==> src/rtl/level_pkg.sv <==
// Shared definitions for the level tile RAM and its collision probe.
// Holds the level geometry, the tile/address types, the probe FSM state
// encoding and a helper deciding whether a tile ID is solid.
package level_pkg;

  localparam int LEVEL_W_TILES = 201;
  localparam int LEVEL_H_TILES = 30;
  localparam int TILE_SHIFT    = 4;
  localparam int LEVEL_WORDS   = LEVEL_W_TILES * LEVEL_H_TILES;
  localparam int SOLID_MIN     = 4;

  typedef logic [4:0]  tile_id_t;
  typedef logic [18:0] level_addr_t;

  typedef enum logic [1:0] {
    IDLE  = 2'd0,
    ISSUE = 2'd1,
    DRAIN = 2'd2
  } probe_state_t;

  // Tiles at or above SOLID_MIN block movement.
  function automatic logic isSolidTile(input tile_id_t tile);
    return tile >= tile_id_t'(SOLID_MIN);
  endfunction

endpackage

==> src/rtl/level_tile_addr.sv <==
// Combinational pixel-to-tile address translation.
// Ports:
//   pixX_i  in  13  level pixel x (wide enough for box right edge)
//   pixY_i  in  10  level pixel y (wide enough for box bottom edge)
//   addr_o  out 19  row*LEVEL_W_TILES + col, or 0 when out of bounds
//   oob_o   out 1   tile lies outside the level
module level_tile_addr
  import level_pkg::*;
(
  input  logic [12:0] pixX_i,
  input  logic [9:0]  pixY_i,
  output level_addr_t addr_o,
  output logic        oob_o
);

  logic [12:0] col;
  logic [9:0]  row;

  // Tile coordinates from pixel coordinates; out-of-bounds corners are
  // forced to address 0 so the RAM never sees an address beyond the level.
  always_comb begin
    col    = pixX_i >> TILE_SHIFT;
    row    = pixY_i >> TILE_SHIFT;
    oob_o  = (col >= 13'(LEVEL_W_TILES)) || (row >= 10'(LEVEL_H_TILES));
    addr_o = '0;
    if (!oob_o) begin
      addr_o = level_addr_t'(row) * level_addr_t'(LEVEL_W_TILES) + level_addr_t'(col);
    end
  end

endmodule

==> src/rtl/level_collision_probe.sv <==
// Level collision probe: reads the four corner tiles of a sprite bounding
// box from the level tile RAM and reports tile IDs, solid and
// out-of-bounds flags per corner (0=TL, 1=TR, 2=BL, 3=BR).
// Ports:
//   Clk, Reset_n            clock and synchronous active-low reset
//   req_valid/req_ready     request handshake
//   req_x/req_y/req_w/req_h box left/top in pixels, width/height (0 -> 1)
//   rd_addr/rd_data         level RAM read port (1-cycle registered read)
//   resp_valid              one-cycle response strobe
//   resp_tile/solid/oob     per-corner results, held until next response
module level_collision_probe
  import level_pkg::*;
(
  input  logic               Clk,
  input  logic               Reset_n,
  input  logic               req_valid,
  output logic               req_ready,
  input  logic [11:0]        req_x,
  input  logic [8:0]         req_y,
  input  logic [5:0]         req_w,
  input  logic [5:0]         req_h,
  output level_addr_t        rd_addr,
  input  tile_id_t           rd_data,
  output logic               resp_valid,
  output tile_id_t [3:0]     resp_tile,
  output logic [3:0]         resp_solid,
  output logic [3:0]         resp_oob
);

  probe_state_t   state_q, state_d;
  logic [1:0]     cornerIdx_q, cornerIdx_d;
  logic           drainCnt_q, drainCnt_d;
  logic           respLoad;
  logic           accept;
  logic           issueNow;

  logic [12:0]    xLeft_q, xRight_q;
  logic [9:0]     yTop_q, yBot_q;
  logic [5:0]     wEff, hEff;

  logic [12:0]    probeX;
  logic [9:0]     probeY;
  level_addr_t    cornerAddr;
  logic           cornerOob;

  level_addr_t    rdAddr_q;

  logic           tag1Valid_q, tag2Valid_q;
  logic [1:0]     tag1Idx_q, tag2Idx_q;
  logic           tag1Oob_q, tag2Oob_q;

  tile_id_t [3:0] bufTile_q;
  logic [3:0]     bufOob_q;
  tile_id_t       capTile;
  tile_id_t [3:0] mergedTile;
  logic [3:0]     mergedOob;
  logic [3:0]     mergedSolid;

  logic           respValid_q;
  tile_id_t [3:0] respTile_q;
  logic [3:0]     respSolid_q;
  logic [3:0]     respOob_q;

  assign req_ready  = (state_q == IDLE);
  assign accept     = req_ready && req_valid;
  assign issueNow   = (state_q == ISSUE);
  assign rd_addr    = rdAddr_q;
  assign resp_valid = respValid_q;
  assign resp_tile  = respTile_q;
  assign resp_solid = respSolid_q;
  assign resp_oob   = respOob_q;

  assign wEff = (req_w == 6'd0) ? 6'd1 : req_w;
  assign hEff = (req_h == 6'd0) ? 6'd1 : req_h;

  // Corner k picks the right edge when bit 0 is set and the bottom edge
  // when bit 1 is set, giving TL, TR, BL, BR order.
  assign probeX = cornerIdx_q[0] ? xRight_q : xLeft_q;
  assign probeY = cornerIdx_q[1] ? yBot_q   : yTop_q;

  level_tile_addr uAddr (
    .pixX_i (probeX),
    .pixY_i (probeY),
    .addr_o (cornerAddr),
    .oob_o  (cornerOob)
  );

  // Next-state logic: four issue cycles, two drain cycles waiting for the
  // last corner's data, then load the response on the way back to IDLE.
  always_comb begin
    state_d     = state_q;
    cornerIdx_d = cornerIdx_q;
    drainCnt_d  = drainCnt_q;
    respLoad    = 1'b0;
    unique case (state_q)
      IDLE: begin
        if (req_valid) begin
          state_d     = ISSUE;
          cornerIdx_d = 2'd0;
        end
      end
      ISSUE: begin
        cornerIdx_d = cornerIdx_q + 2'd1;
        if (cornerIdx_q == 2'd3) begin
          state_d    = DRAIN;
          drainCnt_d = 1'b0;
        end
      end
      DRAIN: begin
        if (drainCnt_q) begin
          state_d  = IDLE;
          respLoad = 1'b1;
        end else begin
          drainCnt_d = 1'b1;
        end
      end
      default: state_d = IDLE;
    endcase
  end

  // State register for the probe FSM.
  always_ff @(posedge Clk) begin
    if (!Reset_n) begin
      state_q     <= IDLE;
      cornerIdx_q <= 2'd0;
      drainCnt_q  <= 1'b0;
    end else begin
      state_q     <= state_d;
      cornerIdx_q <= cornerIdx_d;
      drainCnt_q  <= drainCnt_d;
    end
  end

  // Latch box edges at accept; right/bottom edges are widened so they
  // never wrap past the level edge.
  always_ff @(posedge Clk) begin
    if (!Reset_n) begin
      xLeft_q  <= '0;
      xRight_q <= '0;
      yTop_q   <= '0;
      yBot_q   <= '0;
    end else if (accept) begin
      xLeft_q  <= {1'b0, req_x};
      xRight_q <= {1'b0, req_x} + 13'(wEff) - 13'd1;
      yTop_q   <= {1'b0, req_y};
      yBot_q   <= {1'b0, req_y} + 10'(hEff) - 10'd1;
    end
  end

  // Read issue plus a two-stage tag pipe that follows each read through
  // the address register and the RAM's output register.
  always_ff @(posedge Clk) begin
    if (!Reset_n) begin
      rdAddr_q    <= '0;
      tag1Valid_q <= 1'b0;
      tag1Idx_q   <= 2'd0;
      tag1Oob_q   <= 1'b0;
      tag2Valid_q <= 1'b0;
      tag2Idx_q   <= 2'd0;
      tag2Oob_q   <= 1'b0;
    end else begin
      if (issueNow) begin
        rdAddr_q <= cornerAddr;
      end
      tag1Valid_q <= issueNow;
      tag1Idx_q   <= cornerIdx_q;
      tag1Oob_q   <= cornerOob;
      tag2Valid_q <= tag1Valid_q;
      tag2Idx_q   <= tag1Idx_q;
      tag2Oob_q   <= tag1Oob_q;
    end
  end

  // The last corner arrives on the same edge the response is loaded, so
  // the response sees the capture buffer with the current read merged in.
  always_comb begin
    capTile    = tag2Oob_q ? tile_id_t'(0) : rd_data;
    mergedTile = bufTile_q;
    mergedOob  = bufOob_q;
    if (tag2Valid_q) begin
      mergedTile[tag2Idx_q] = capTile;
      mergedOob[tag2Idx_q]  = tag2Oob_q;
    end
    for (int i = 0; i < 4; i++) begin
      mergedSolid[i] = mergedOob[i] | isSolidTile(mergedTile[i]);
    end
  end

  // Capture buffer and the externally visible response registers.
  always_ff @(posedge Clk) begin
    if (!Reset_n) begin
      bufTile_q   <= '0;
      bufOob_q    <= '0;
      respValid_q <= 1'b0;
      respTile_q  <= '0;
      respSolid_q <= '0;
      respOob_q   <= '0;
    end else begin
      bufTile_q   <= mergedTile;
      bufOob_q    <= mergedOob;
      respValid_q <= respLoad;
      if (respLoad) begin
        respTile_q  <= mergedTile;
        respSolid_q <= mergedSolid;
        respOob_q   <= mergedOob;
      end
    end
  end

endmodule

==> config.mk <==
export PLATFORM = sky130hd
export DESIGN_NAME = level_collision_probe
export DESIGN_NICKNAME = d
export VERILOG_FILES = /design/src/rtl/level_pkg.sv /design/src/rtl/level_tile_addr.sv /design/src/rtl/level_collision_probe.sv
export SDC_FILE = /design/constraint.sdc
export NUM_CORES = 1
export LEC_CHECK = 0
export BUFFER_PORTS_ARGS = -buffer_cell sky130_fd_sc_hd__buf_2
export CELL_PAD_IN_SITES_DETAIL_PLACEMENT = 1
export CELL_PAD_IN_SITES_GLOBAL_PLACEMENT = 2
export CORE_MARGIN = 3
export CORE_UTILIZATION = 35
export CTS_CLUSTER_SIZE = 10
export DETAILED_ROUTE_END_ITERATION = 8
export PLACE_DENSITY_LB_ADDON = 0.2
export SYNTH_ARGS = -nofsm -noshare
export SYNTH_HDL_FRONTEND = slang
export SYNTH_SLANG_ARGS = --single-unit
==> constraint.sdc <==
create_clock -name Clk -period 5.28 [get_ports Clk]
set_input_delay 0.792 -clock Clk [delete_from_list [all_inputs] [get_ports Clk]]
set_output_delay 0.792 -clock Clk [all_outputs]
set_load 0.02 [all_outputs]
==> summary.md <==
| Metric | Value |
|---|---|
| Port Buffers | 85 |
| Initial antenna violation count | 0 |
| Hold-fix buffer count after cts | 0 |
| DR vias | 5017 |
| Final-report hold violation count | 0 |
| Setup bufs post-CTS | 0 |
| Startpoint types | flip-flop |
| Die Area | 0.0196 mm^2 |
| Worst setup margin | just under 1 ns |
| Primary FF master, synth | dfxtp_1 |
| Min-delay worst type | reg -> reg |
| Lkg Pwr | about 3.7 nW |
| Final slew viol count | 0 |
| Fmax achieved | 0.232 GHz |
| Post-synth EDFFs | 0 |
| Worst Path Arrival | 4.56 ns |
| Layout cell share with drive strength beyond 1 | 0.159 |
| Worst Path Required | 5.52 ns |
| # DRC | 0 |
| Final hold slack | approximately 0.44 ns |
| Die height | 140 um |
| Cell count after synthesis | 723 |
| DRT iter0 DRCs | 238 |
| First-pass GRT wire length | 26300 um |
| Clock H-tree levels | 3 |
| N_diodes | 0 |
| Initial DRT Pass Iterations | 4 |
| FILL cells | 2100 |
| Rel. slew slack | 0.265 |
| Total grt overflow | 0 |
| CTS sink cnt | 109 |
| Worst VDD drop | roughly 0.00015 V |
| Final min period | 4.31 ns |
| CTS tree | done |
| Most frequent cells in the layout | 109 x dfxtp_1, 85 x inv_1, 85 x buf_2 |
| Max-Cap Viols | 0 |
| Yosys cell types | 64 |
| WS Path Type | reg -> reg |
| CP endpoint kind | flip-flop |
| Final cell count without fillers | 1017 |
| GRT Util Overall | 0.162 |
| CTS resizes | 0 |
| Synthesis-to-finish area growth | 14.1% |
| Largest net degree at the start of global routing | 60 |
| Drt total wl | approximately 16000 um |
| Place WS | 0.936 ns |
| Clock transition at path regs | around 0.080 ns |
| PwrDens | 272 mW/mm^2 |
| Post-Syn Area | 0.00630 mm^2 |
| Commonest non-fill, non-tap cell in the layout | dfxtp_1 |
| Final instance area | 0.00719 mm^2 |
| Asr flop ratio synth | 0 |
| CTS Buf Count | 9 |
| Dpl cells | 1001 |
| Core Area | around 0.017 mm^2 |
| Num rows | 48 |
| Yosys warning count | 0 |
| RePlAce Congestion | approximately 0.83 |
| Crit-path max FO | 9 |
| Post-route ant nets | 0 |
| Actual slew at the worst max-slew pin | 1.10 ns |
| # IOs | 90 |
| Seq/Total Area, Yosys | 0.346 |
| Placed cell area | 0.00687 mm^2 |
| Initial core utilization | 0.361 |
| Die span in x | 140 um |
| #FFs+latches synth | 109 |
| Syn avg cell area | 8.72 um^2 |
| Period Utilization, post-route | 0.817 |
| Setup violators final | 0 |
| RSZ-0062 raised after global routing | false |
| Clk buf depth | 2 |
| Layout Skew | 0.0103 ns |
| Number of global-route vias before repair | between 5k and 6k |
| Hpwl dp | around 12000 um |
| Setup_tns | 0 ns |
| WL/cell | approximately 15 um |
| Detail-routed via count per cell | 4.93 |
| Clock Latency Late Sink | 0.36 ns |
| Final layout net count | 903 |
| Run status | finished clean |
| Clock root buffer | clkbuf_16 |
-- per-stage QoR --
step	total power, W	utilization
floorplan	0.00116	-
global placement	0.00125	0.393
detailed placement	0.00126	0.393
CTS	0.00199	0.411
global route	0.00208	0.411
finish	0.00196	0.411
-- final timing paths --
check / from / endpoint / slack (ns) / cells after the start
max reg2reg: cornerIdx_q[1]$_SDFFE_PN0P_ / rd_addr[14]$_SDFFE_PN0P_ / 0.97 / 16
min reg2reg: tag1Oob_q$_SDFF_PN0_ / tag2Oob_q$_SDFF_PN0_ / 0.44 / 1
min: tag1Oob_q$_SDFF_PN0_ / tag2Oob_q$_SDFF_PN0_ / 0.44 / 1
max: cornerIdx_q[1]$_SDFFE_PN0P_ / rd_addr[14]$_SDFFE_PN0P_ / 0.97 / 16
-- worst max-delay path: stages, from the launching register on --
cell and delay (ns):
dfxtp_1 0.54, mux2_4 0.39, ha_1 0.29, inv_1 0.04
ha_1 0.27, ha_1 0.28, inv_1 0.05, fa_1 0.51
inv_1 0.05, ha_1 0.33, a2111oi_0 0.35, o21ai_1 0.16
a41oi_1 0.34, o21ai_1 0.15, a21oi_1 0.20, xor2_1 0.16
o21ai_1 0.08
-- cells by family after synthesis --
logic type | synth area share
other cells | 0.000595
fa+ha+maj | 0.157
xor+xnor | 0.0306
compound gates | 0.177
flops | 0.346
simple gates | 0.173
buf+inv | 0.0774
mux | 0.0375
-- synthesized netlist by cell type, types with 19 or more instances --
cell	count	area, um^2
a21boi_0	19	143
nor2b_1	39	244
nand3_1	23	115
o211a_1	26	260
a21oi_1	37	185
ha_1	68	851
inv_1	85	319
nor2_1	27	101
clkbuf_1	28	105
o21ai_0	25	125
nand2_1	76	285
dfxtp_1	109	2180
-- registers in the layout, summed over array words and instances, names as in the netlist, 2 cells and up --
register	flops
yBot_q	6
resp_oob	4
cornerIdx_q	2
bufOob_q	4
yTop_q	5
tag2Idx_q	2
xLeft_q	8
resp_solid	4
xRight_q	9
bufTile_q	20
resp_tile	20
state_q	2
tag1Idx_q	2
rd_addr	15
-- where the power goes --
part           internal [W]  total, W  switching (W)
Clock              0.000379  0.000717       0.000338
Combinational      0.000152  0.000361       0.000210
Sequential         0.000853  0.000877      0.0000241
-- routing by layer --
metal / up-vias / global-route usage / wire length (um)
li1: 2554 / - / -
met3: 11 / 0.0249 / 470
met2: 74 / 0.261 / 7030
met5: - / 0 / 0
met1: 2378 / 0.226 / 7910
met4: 0 / 0.0464 / 188
-- layout make-up --
class                      count  area (um^2)  area share
sequential                   109         2180       0.304
clock inverter                 7         90.1      0.0125
timing repair buffer          88          448      0.0623
clock buffer                   9          225      0.0313
tap                          225          282      0.0392
multi-input combinational    494         3640       0.507
inverter                      85          319      0.0444
Power figures use the tool's default switching activity.
